==> src/rtl/cva5_fifo_drain_arbiter.sv <==
// cva5_fifo_drain_arbiter
// Round-robin drain of several small FIFOs into one registered valid/ready
// output. At most one FIFO is popped per cycle, and its head entry is
// captured into the output register.
//
// Optional feature macro: CVA5_FIFO_ARB_FULL_PRIO_EN
//   When defined, a requesting FIFO that is also full takes priority
//   (lowest index first) before the round-robin search. When undefined,
//   src_full is ignored and pure round-robin is used.
module cva5_fifo_drain_arbiter #(
  parameter int NUM_SRC    = 3,
  parameter int DATA_WIDTH = 32,
  localparam int SRC_W     = $clog2(NUM_SRC)
) (
  input  logic                          clk,
  input  logic                          rst,
  input  logic                          flush,
  input  logic [NUM_SRC-1:0]            src_valid,
  input  logic [NUM_SRC-1:0]            src_full,
  input  logic [NUM_SRC*DATA_WIDTH-1:0] src_data,
  output logic [NUM_SRC-1:0]            src_pop,
  output logic                          out_valid,
  input  logic                          out_ready,
  output logic [DATA_WIDTH-1:0]         out_data,
  output logic [SRC_W-1:0]              out_src
);

  logic                  out_valid_q, out_valid_d;
  logic [DATA_WIDTH-1:0] out_data_q,  out_data_d;
  logic [SRC_W-1:0]      out_src_q,   out_src_d;
  logic [SRC_W-1:0]      rr_ptr_q,    rr_ptr_d;

  logic                  load_en;
  logic [NUM_SRC-1:0]    req;
  logic                  grant_any;
  logic [SRC_W-1:0]      grant_idx;
  logic [NUM_SRC-1:0]    grant_oh;

`ifndef CVA5_FIFO_ARB_FULL_PRIO_EN
  logic                  unused_src_full;
  assign unused_src_full = ^src_full;
`endif

  // The register may be refilled when empty or being drained; reset and flush block pops.
  assign load_en = ~rst & ~flush & (~out_valid_q | out_ready);
  assign req     = load_en ? src_valid : '0;

  // Pick one requester: optional full-priority pass, then round-robin from rr_ptr.
  always_comb begin
    int idx;
    idx       = 0;
    grant_any = 1'b0;
    grant_idx = '0;
`ifdef CVA5_FIFO_ARB_FULL_PRIO_EN
    for (int i = 0; i < NUM_SRC; i++) begin
      if (!grant_any && req[i] && src_full[i]) begin
        grant_any = 1'b1;
        grant_idx = SRC_W'(i);
      end
    end
`endif
    for (int k = 0; k < NUM_SRC; k++) begin
      idx = int'(rr_ptr_q) + k;
      if (idx >= NUM_SRC) begin
        idx = idx - NUM_SRC;
      end
      if (!grant_any && req[idx]) begin
        grant_any = 1'b1;
        grant_idx = SRC_W'(idx);
      end
    end
  end

  // Expand the winning index into a one-hot pop vector.
  always_comb begin
    grant_oh = '0;
    for (int i = 0; i < NUM_SRC; i++) begin
      grant_oh[i] = grant_any && (grant_idx == SRC_W'(i));
    end
  end

  assign src_pop = grant_oh;

  // Next state of the output register and the round-robin pointer.
  always_comb begin
    out_valid_d = out_valid_q;
    out_data_d  = out_data_q;
    out_src_d   = out_src_q;
    rr_ptr_d    = rr_ptr_q;
    if (grant_any) begin
      out_valid_d = 1'b1;
      out_data_d  = src_data[int'(grant_idx)*DATA_WIDTH +: DATA_WIDTH];
      out_src_d   = grant_idx;
      // Explicit wrap so a non-power-of-two source count never lands on an invalid index.
      if (grant_idx == SRC_W'(NUM_SRC - 1)) begin
        rr_ptr_d = '0;
      end else begin
        rr_ptr_d = grant_idx + SRC_W'(1);
      end
    end else if (flush) begin
      out_valid_d = 1'b0;
    end else if (out_valid_q && out_ready) begin
      out_valid_d = 1'b0;
    end
  end

  // State registers with synchronous active-high reset.
  always_ff @(posedge clk) begin
    if (rst) begin
      out_valid_q <= 1'b0;
      out_data_q  <= '0;
      out_src_q   <= '0;
      rr_ptr_q    <= '0;
    end else begin
      out_valid_q <= out_valid_d;
      out_data_q  <= out_data_d;
      out_src_q   <= out_src_d;
      rr_ptr_q    <= rr_ptr_d;
    end
  end

  assign out_valid = out_valid_q;
  assign out_data  = out_data_q;
  assign out_src   = out_src_q;

endmodule
==> config.mk <==
export PLATFORM = sky130hd
export DESIGN_NAME = cva5_fifo_drain_arbiter
export DESIGN_NICKNAME = d
export VERILOG_FILES = /design/src/rtl/cva5_fifo_drain_arbiter.sv
export SDC_FILE = /design/constraint.sdc
export NUM_CORES = 1
export LEC_CHECK = 0
export CAP_MARGIN = 20
export CORE_ASPECT_RATIO = 0.6
export CORE_MARGIN = 2
export CORE_UTILIZATION = 36
export CTS_CLUSTER_SIZE = 30
export DETAILED_ROUTE_END_ITERATION = 8
export PLACE_DENSITY = 0.81
export SKIP_LAST_GASP = 1
export SLEW_MARGIN = 20
export SYNTH_ARGS = -nofsm -noshare
export SYNTH_HDL_FRONTEND = slang
export SYNTH_SLANG_ARGS = --single-unit
==> constraint.sdc <==
create_clock -name clk -period 2.7 [get_ports clk]
set_input_delay 0.27 -clock clk [delete_from_list [all_inputs] [get_ports clk]]
set_output_delay 0.27 -clock clk [all_outputs]
set_load 0.02 [all_outputs]
==> flow_summary_export.csv <==
group,metric,value,unit
place,dp.cells,432,
timing,worst_slew_pin_slew,0.493,ns
synthesis,synth.net_count,335,
clock_tree,clock_path_buffers,2,
critical_path,worstReg2RegEnd,"out_data[6]",
routing,wl_per_cell,17.5,µm
place,post-dp-hpwl,5570,µm
power_and_ir_drop,ir_worst_vdd,0.000286,V
synthesis,synth_area,0.00218,mm²
clock_tree,htree_levels,2,
critical_path,endpoint_kind,"output port",
critical_path,cp-start-kind,"register",
synthesis,async_flop_share,0,%
timing,relSlewSlack,67.1,%
synthesis,ys_types,32,
timing,hold_slack,0.493,ns
floorplanning,start_util,38.2,%
min_path,hold_path_end,"out_data[28]",
power_and_ir_drop,p_per_area,436,mW/mm²
critical_path,reg2reg_slack,0.36,ns
clock_tree,clk_pin_slew,0.08,ns
floorplanning,row_count,21,
routing,remaining_drc_errors,0,
layout,final_area,0.00372,mm²
routing,drt-total-wl,7700,µm
critical_path,reg2reg_from,"rr_ptr_q[0]",
routing,ant_nets,0,
layout,n_antenna_cell,0,
timing,fin_skew,0.00633,ns
layout,fin_cells,440,
layout,drive_gt1_share,15.6,%
min_path,holdCritPathClass,"reg -> reg",
clock_tree,cts-root-buf,"clkbuf_8",
routing,routed_via_density,5.42,
grt,track_usage,23.2,%
floorplanning,fp.dieW,104,µm
flow_run,cap_violations,0,
clock_tree,cts_hold_buf,0,
grt,grt_max_degree,38,
power_and_ir_drop,p_leak,1.39,nW
timing,fin_crit,2.55,ns
synthesis,synthCells,227,
timing,period_share,94.4,%
clock_tree,cts_sinks,37,
timing,finalSetupViolCount,0,
synthesis,yosysSeqAreaShare,34.0,%
floorplanning,die_area,0.00671,mm²
timing,rsz0062_at_grt,"false",
synthesis,synth_ff_type,"dfxtp_1",
synthesis,postSynthAreaPerCell,9.60,µm²
outcome,outcome,"finished clean",
synthesis,synth_warnings,0,
clock_tree,cts_tree,"built",
timing,hold_violations,0,
floorplanning,die_h,64.3,µm
min_path,worstHoldStart,"out_data[28]",
clock_tree,numCtsBuffers,5,
routing,drtIter0Drc,93,
grt,overflow,0,
clock_tree,clk_latency,0.28,ns
critical_path,reg2regPathDepth,7,
floorplanning,io_pins,144,
timing,setup-tns-final,0,ns
grt,antenna_found_initial,0,
grt,grt_pass1_vias,2340,
timing,max_freq,392,MHz
synthesis,ys_ff_latch,37,
critical_path,crit_type,"reg -> out",
min_path,holdPathStages,2,
floorplanning,core_area,0.00570,mm²
critical_path,path_max_fanout,7,
layout,area_growth,70.6,%
place,portBuffers,140,
critical_path,cp.arrival,2.28,ns
layout,final_cell_mix,"clkdlybuf4s50_1, nor2_1, dfxtp_1, a22o_1, nor3_1",
layout,final_common_cell,"clkdlybuf4s50_1",
timing,finalMaxSlewViolations,0,
place,placed_cell_area,0.00362,mm²
layout,fin_util,65.2,%
critical_path,cp.required,2.43,ns
routing,vias,2385,
synthesis,synth_edf_count,0,
grt,grt_first_pass_wirelength,12300,µm
place,gp_congestion,0.821,
routing,firstDrtPassIters,5,
layout,nets,467,
[worst max-delay path by stage]
stage	start	endpoint	slack [ns]	cells past startpoint
2_1_floorplan	rr_ptr_q[0]	src_pop[0]	0.42	6
3_3_place_gp	src_valid[1]	src_pop[0]	0.05	6
3_5_place_dp	src_valid[1]	src_pop[0]	0.006	6
4_1_cts	rr_ptr_q[0]	src_pop[0]	0.02	6
5_1_grt	rr_ptr_q[0]	src_pop[1]	0.03	6
6_report	rr_ptr_q[0]	src_pop[1]	0.15	6
[sequential cells by signal, indices dropped and copies added, names as in the netlist]
name	cells
out_data	32
out_src	2
rr_ptr_q	2
out_valid	1
[what timing repair did]
item,CTS,global route
buffers inserted,0,0
setup endpoints to repair,3,1
resized for setup,3,2
[per-layer routing]
metal | vias to the layer above | routed length [µm] | global-route usage, %
met5 | - | 0 | 0
met4 | 0 | 38 | 3.72
met3 | 7 | 752 | 7.76
met2 | 113 | 3480 | 36.6
met1 | 1120 | 3430 | 31.2
li1 | 1145 | - | -
[report_power, final]
part / switching [W] / leakage [nW] / internal [W]
clock: 0.000201 / 0.0542 / 0.000231
sequential: 0.0000221 / 0.304 / 0.000589
combinational: 0.000270 / 1.03 / 0.000308
[worst max-delay path, stage by stage (launching register included)]
cell           delay, ns
dfxtp_1             0.36
inv_1               0.05
ha_1                0.36
a21o_1              0.23
a221oi_4            0.40
and2_1              0.23
dlygate4sd2_1       0.35
[cells in the mapped netlist, types with 2 or more instances]
master / count / share of area [%]
ha_1: 2 / 1.1
dfxtp_1: 37 / 34
buf_2: 11 / 2.5
nor2_1: 40 / 6.9
nor3_2: 3 / 1.4
and2_1: 3 / 0.86
a22o_1: 32 / 13
inv_1: 3 / 0.52
buf_1: 3 / 0.52
a221oi_1: 6 / 2.4
buf_6: 5 / 2.6
nor3_1: 29 / 6.7
a21oi_1: 3 / 0.69
a221oi_2: 26 / 18
clkbuf_1: 7 / 1.2
[logic make-up after synthesis]
family          after synthesis  synth area share (%)
compound gates               77                  39.6
fa+ha+maj                     3                  1.67
buf+inv                      30                  7.70
flops                        37                  34.0
simple gates                 80                  17.1
[metrics by stage]
stage / power [W] / setup slack, ns
final: 0.00162 / 0.152
after detailed placement: 0.00120 / 0.00592
after global placement: 0.00119 / 0.0504
after CTS: 0.00164 / 0.0152
after global routing: 0.00171 / 0.0313
after floorplan: 0.000914 / 0.423
[layout make-up]
cell class	count	area, µm²
clock buffer	7	96.3
multi-input combinational	160	1280
clock inverter	1	5.00
sequential	37	741
timing repair buffer	152	1480
fill	485	1980
tap	80	100
inverter	3	11.3
Power figures use the tool's default switching activity.
